File: src/rtl/ifetch_queue.sv
// Instruction fetch stage: one outstanding icache request feeding a circular
// {pc, inst} queue that the decoder drains through a valid/ready handshake.
module ifetch_queue #(
    parameter int                  ADDR_WIDTH  = 32,
    parameter int                  INST_WIDTH  = 32,
    parameter int                  QUEUE_DEPTH = 4,
    parameter logic [ADDR_WIDTH-1:0] RESET_PC  = '0,
    parameter logic [2:0]          CTRL_OPC    = 3'b110
) (
    input  logic                           clk,
    input  logic                           rst_in,
    input  logic                           rdy_in,
    input  logic                           cache_rdy,
    input  logic [INST_WIDTH-1:0]          inst_in,
    output logic [ADDR_WIDTH-1:0]          next_PC,
    output logic                           next_inst,
    input  logic                           flush,
    input  logic [ADDR_WIDTH-1:0]          rob2if,
    input  logic                           alu2if_cont,
    input  logic [ADDR_WIDTH-1:0]          alu2if,
    input  logic                           decUpd,
    input  logic [ADDR_WIDTH-1:0]          dec2if,
    output logic                           if2dec,
    input  logic                           dec_ready,
    output logic [INST_WIDTH-1:0]          inst_out,
    output logic [ADDR_WIDTH-1:0]          pc_out,
    output logic [$clog2(QUEUE_DEPTH):0]   queue_count
);

    localparam int PW = $clog2(QUEUE_DEPTH);
    localparam int CW = PW + 1;

    typedef enum logic {
        RUN     = 1'b0,
        BR_WAIT = 1'b1
    } state_t;

    state_t                 state_q, state_d;
    logic [ADDR_WIDTH-1:0]  pc_q, pc_d;
    logic                   pending_q, pending_d;
    logic                   drop_q, drop_d;
    logic [PW-1:0]          head_q, head_d;
    logic [PW-1:0]          tail_q, tail_d;
    logic [CW-1:0]          count_q, count_d;

    logic [ADDR_WIDTH-1:0]  pc_mem   [QUEUE_DEPTH];
    logic [INST_WIDTH-1:0]  inst_mem [QUEUE_DEPTH];

    logic                   resp;
    logic                   enq;
    logic                   deq;
    logic                   is_ctrl;
    logic [CW:0]            occupancy;

    // An outstanding request reserves a queue slot so its response always fits.
    assign occupancy   = {1'b0, count_q} + {{CW{1'b0}}, pending_q};
    assign next_inst   = (state_q == RUN) && (occupancy < (CW+1)'(QUEUE_DEPTH)) && !flush;
    assign next_PC     = pc_q;
    assign queue_count = count_q;

    assign resp    = cache_rdy && pending_q;
    assign is_ctrl = (inst_in[6:4] == CTRL_OPC);
    assign enq     = resp && !drop_q && !flush;
    assign if2dec  = (count_q != '0);
    assign deq     = if2dec && dec_ready && !flush;

    assign inst_out = if2dec ? inst_mem[head_q] : '0;
    assign pc_out   = if2dec ? pc_mem[head_q]   : '0;

    always_comb begin
        state_d   = state_q;
        pc_d      = pc_q;
        pending_d = pending_q;
        drop_d    = drop_q;
        head_d    = head_q;
        tail_d    = tail_q;
        count_d   = count_q;

        if (flush) begin
            // A request still in flight must have its late response discarded.
            state_d   = RUN;
            pc_d      = rob2if;
            pending_d = pending_q && !cache_rdy;
            drop_d    = pending_q && !cache_rdy;
            head_d    = tail_q;
            count_d   = '0;
        end else begin
            if (resp) begin
                pending_d = 1'b0;
                if (drop_q) begin
                    drop_d = 1'b0;
                end else begin
                    pc_d = pc_q + ADDR_WIDTH'(4);
                    if (is_ctrl)
                        state_d = BR_WAIT;
                end
            end else if (next_inst) begin
                pending_d = 1'b1;
            end

            if (state_q == BR_WAIT) begin
                if (alu2if_cont) begin
                    pc_d    = alu2if;
                    state_d = RUN;
                end else if (decUpd) begin
                    pc_d    = dec2if;
                    state_d = RUN;
                end
            end

            head_d  = head_q + PW'(deq);
            tail_d  = tail_q + PW'(enq);
            count_d = count_q + CW'(enq) - CW'(deq);
        end
    end

    always_ff @(posedge clk or negedge rst_in) begin
        if (!rst_in) begin
            state_q   <= RUN;
            pc_q      <= RESET_PC;
            pending_q <= 1'b0;
            drop_q    <= 1'b0;
            head_q    <= '0;
            tail_q    <= '0;
            count_q   <= '0;
        end else if (rdy_in) begin
            state_q   <= state_d;
            pc_q      <= pc_d;
            pending_q <= pending_d;
            drop_q    <= drop_d;
            head_q    <= head_d;
            tail_q    <= tail_d;
            count_q   <= count_d;
        end
    end

    // Entry storage needs no reset: occupancy alone decides what is visible.
    always_ff @(posedge clk) begin
        if (rdy_in && enq) begin
            pc_mem[tail_q]   <= pc_q;
            inst_mem[tail_q] <= inst_in;
        end
    end

endmodule
File: config.mk
export PLATFORM = sky130hd
export DESIGN_NAME = ifetch_queue
export DESIGN_NICKNAME = d
export VERILOG_FILES = /design/src/rtl/ifetch_queue.sv
export SDC_FILE = /design/constraint.sdc
export NUM_CORES = 1
export LEC_CHECK = 0
export ABC_CLOCK_PERIOD_IN_PS = 10100
export BUFFER_PORTS_ARGS = -buffer_cell sky130_fd_sc_hd__buf_2
export CORE_MARGIN = 5
export CORE_UTILIZATION = 45
export CTS_CLUSTER_DIAMETER = 50
export DETAILED_ROUTE_END_ITERATION = 8
export PLACE_DENSITY = 0.74
export RECOVER_POWER = 50
export SETUP_SLACK_MARGIN = 0.3
export SYNTH_ARGS = -nofsm -noshare
export SYNTH_HDL_FRONTEND = slang
export SYNTH_SLANG_ARGS = --single-unit
File: constraint.sdc
create_clock -name clk -period 10.1 [get_ports clk]
set_clock_uncertainty 0.05 [all_clocks]
set_input_delay 2.02 -clock clk [delete_from_list [all_inputs] [get_ports clk]]
set_output_delay 2.02 -clock clk [all_outputs]
set_load 0.005 [all_outputs]
==> results.sh <==
export IMPL_stdcell_count=1437
export IMPL_die_area_um2=32100
export IMPL_grt_pass1_vias=8249
export IMPL_dp_slack_ns=4.88
export IMPL_path_class="primary input to output pin"
export IMPL_max_cap_violations=2
export IMPL_worst_pin_slew_ns=2.43
export IMPL_place_hpwl_um=20500
export IMPL_pwr_share_seq_pct=44.0
export IMPL_fin_crit_sh_pct=58.5
export IMPL_dp_cells=1375
export IMPL_totalPowerFinal_mw=3.50
export IMPL_status="finished with violations"
export IMPL_h_tree_depth=2
export IMPL_finalSetupTns_ns=0
export IMPL_multiInputGateArea_um2=3870
export IMPL_period_needed_ns=5.90
export IMPL_grt_first_pass_wirelength_um=48100
export IMPL_syn_inst=803
export IMPL_min_path_cells=2
export IMPL_synth_top_cell_area_share_pct=59.7
export IMPL_fin_area_um2=15500
export IMPL_die_x_um=179
export IMPL_setup_ws_ns=4.20
export IMPL_post_route_drc_count=0
export IMPL_r2r_cells=9
export IMPL_synth_flop_cell="edfxtp_1"
export IMPL_insertion_delay_ns=0.50
export IMPL_post_route_util_pct=54.4
export IMPL_hold_buffers=0
export IMPL_vias=8212
export IMPL_hold_ws_ns=0.507
export IMPL_violations="max-capacitance violations, max-slew violations"
export IMPL_routed_wl_um=31700
export IMPL_finalSetupViolCount=0
export IMPL_ir_worst_vdd_mv=0.102
export IMPL_cts_root_buf="clkbuf_16"
export IMPL_gp_congestion=0.842
export IMPL_hold_path_class="register to register"
export IMPL_cts_setup_buffers=0
export IMPL_fin_nets=1171
export IMPL_synth_warnings=0
export IMPL_fp_coreArea_um2=28500
export IMPL_grtUsageTotal_pct=19.7
export IMPL_synth_edf_count=256
export IMPL_yosys_top_cells_area="edfxtp_1 60%, mux4_2 11%, dfrtp_1 8.2%"
export IMPL_post_cts_resized=0
export IMPL_grt_ovfl_total=0
export IMPL_rrSetupSlack_ns=6.92
export IMPL_sw_frac_of_total_pct=26.4
export IMPL_synthToLayoutAreaGrowth_pct=20.4
export IMPL_whs_endpoint="drop_q"
export IMPL_power_switching_mw=0.922
export IMPL_slew_violations=87
export IMPL_seq_area_um2=8750
export IMPL_min_from="drop_q"
export IMPL_nFillCells=2358
export IMPL_timing_final_hold_violations=0
export IMPL_drtAntennaViolNets=0
export IMPL_powerDensity_nw_per_um2=226
export IMPL_seq_area_frac_synth_pct=67.9
export IMPL_yosys_cell_types_count=60
export IMPL_endpoint_kind="output pin"
export IMPL_port_buffers=236
export IMPL_startpoint_type="primary input"
export IMPL_drt_iter0_drc=699
export IMPL_synth_largest_area_cell="edfxtp_1"
export IMPL_avgSynthCellArea_um2=16.0
export IMPL_place_area_um2=14400
export IMPL_numCtsBuffers=35
export IMPL_cts_tree="yes"
export IMPL_required_ns=8.03
export IMPL_drtPass1Iterations=5
export IMPL_grt_setup_unrepaired="no"
export IMPL_start_util_pct=45.2
export IMPL_die_h_um=179
export IMPL_worstPathMaxFanout=43
export IMPL_p_leak_nw=5.57
export IMPL_fmax_mhz=169
export IMPL_r2r_start="queue_count[1]"
export IMPL_antenna_found_initial=0
export IMPL_syn_area_um2=12900
export IMPL_synth_seq_cells=298
export IMPL_combPwrFrac_pct=18.9
export IMPL_cp_data_arrival_time_ns=3.83
export IMPL_clkPwrFrac_pct=37.1
export IMPL_clockBufferDepth=3
export IMPL_r2r_end="queue_count[2]"
export IMPL_layout_drive_gt1_share_pct=29.4
export IMPL_rows=62
export IMPL_synthArstFlopShare_pct=14.1
export IMPL_grt_start_max_net_pins=68
export IMPL_wl_per_cell_um=22.1
export IMPL_relSlewSlack_pct=-62.0
export IMPL_pin_count=237
export IMPL_cts_sink_count=298
export IMPL_syn_nets=946
export IMPL_clk_pin_slew_ns=0.05
export IMPL_vias_per_cell=5.71
export IMPL_p_int_mw=2.57
-- worst max-delay path, stage by stage --
cell and delay [ns]:
clkbuf_1 1.34, nor3_1 0.21, buf_2 0.25
-- layout make-up --
class	count	area share, %
Sequential cell	298	56.4
Multi-Input combinational cell	439	24.9
Timing Repair Buffer	244	7.44
Clock buffer	44	6.28
Tap cell	384	3.10
Clock inverter	17	1.55
Inverter	10	0.242
Antenna cell	1	0.0161
-- worst max-delay path by stage --
stage              start        endpoint  slack, ns  depth (start not counted)
5_1_grt            flush       next_inst       3.97                          3
3_5_place_dp       flush   pc_mem[1][26]       4.88                          7
2_1_floorplan      flush  inst_mem[0][0]       0.70                          5
4_1_cts        head_q[0]    inst_out[14]       4.91                          4
6_report           flush       next_inst       4.20                          3
3_3_place_gp       flush   pc_mem[1][26]       4.92                          7
-- cells in the final DEF, fill, tap and decap left out, types with 3 or more instances in the layout --
cell type  count
edfxtp_1     256
buf_2        169
clkbuf_1      74
and2_1        65
mux4_2        64
nand2_1       47
dfrtp_1       40
o21ai_0       39
clkbuf_16     38
nor2_1        26
a22oi_1       21
a22o_1        19
a21oi_1       19
nand4_1       14
inv_1         10
o22ai_1       10
nand3_1        9
a221oi_1       9
xor2_1         7
buf_4          7
and3_1         6
nor3_1         6
a31oi_1        6
ha_1           6
nor4_1         5
bufinv_16      5
o211ai_1       4
xnor2_1        4
a41oi_1        4
mux2i_1        3
o31ai_1        3
nor2b_1        3
a221o_1        3
clkinv_1       3
-- state kept, by name (all words and copies together), names as in the netlist --
signal,cells
pc_mem,128
pending_q,1
head_q,2
tail_q,2
drop_q,1
queue_count,3
state_q,1
inst_mem,128
next_PC,32
-- cells in the mapped netlist (5+ instances only) --
library cell	count
a22o_1	19
nand2_1	47
nand4_1	14
buf_6	5
ha_1	6
edfxtp_1	256
mux4_2	64
inv_1	10
a21oi_1	19
a221oi_1	9
nand3_1	9
o22ai_1	10
clkbuf_1	38
xor2_1	7
buf_2	9
dfrtp_1	42
o21ai_0	39
a22oi_1	21
nor4_1	6
nor2_1	28
nor3_1	6
a31oi_1	6
and2_1	65
and3_1	7
-- logic make-up (layout without fill, tap and decap cells) --
family / after synthesis / in the layout / synth area share, %
compound gates: 153 / 153 / 8.21
xor+xnor: 11 / 11 / 0.748
fa+ha+maj: 7 / 7 / 0.739
buf+inv: 66 / 315 / 2.30
flops: 298 / 298 / 67.9
mux: 67 / 67 / 11.4
other cells: 0 / 1 / 0
simple gates: 201 / 201 / 8.67
-- routing by layer --
| metal | wire length [um] | track usage [%] | vias up |
|---|---|---|---|
| li1 | - | - | 3668 |
| met1 | 13100 | 27.1 | 4130 |
| met2 | 15300 | 32.3 | 370 |
| met3 | 2610 | 4.15 | 44 |
| met4 | 636 | 5.40 | 0 |
| met5 | 0 | 0 | - |
-- power groups by stage --
| stage | Sequential, mW | Clock (mW) | Combinational (mW) |
|---|---|---|---|
| final | 1.54 | 1.30 | 0.662 |
| after global routing | 1.55 | 1.38 | 0.737 |
| after CTS | 1.54 | 1.32 | 0.690 |
| after detailed placement | 1.56 | 0 | 0.686 |
| after global placement | 1.56 | 0 | 0.676 |
| after floorplan | 1.48 | 0 | 0.468 |
(Power assumes the default switching activity.)
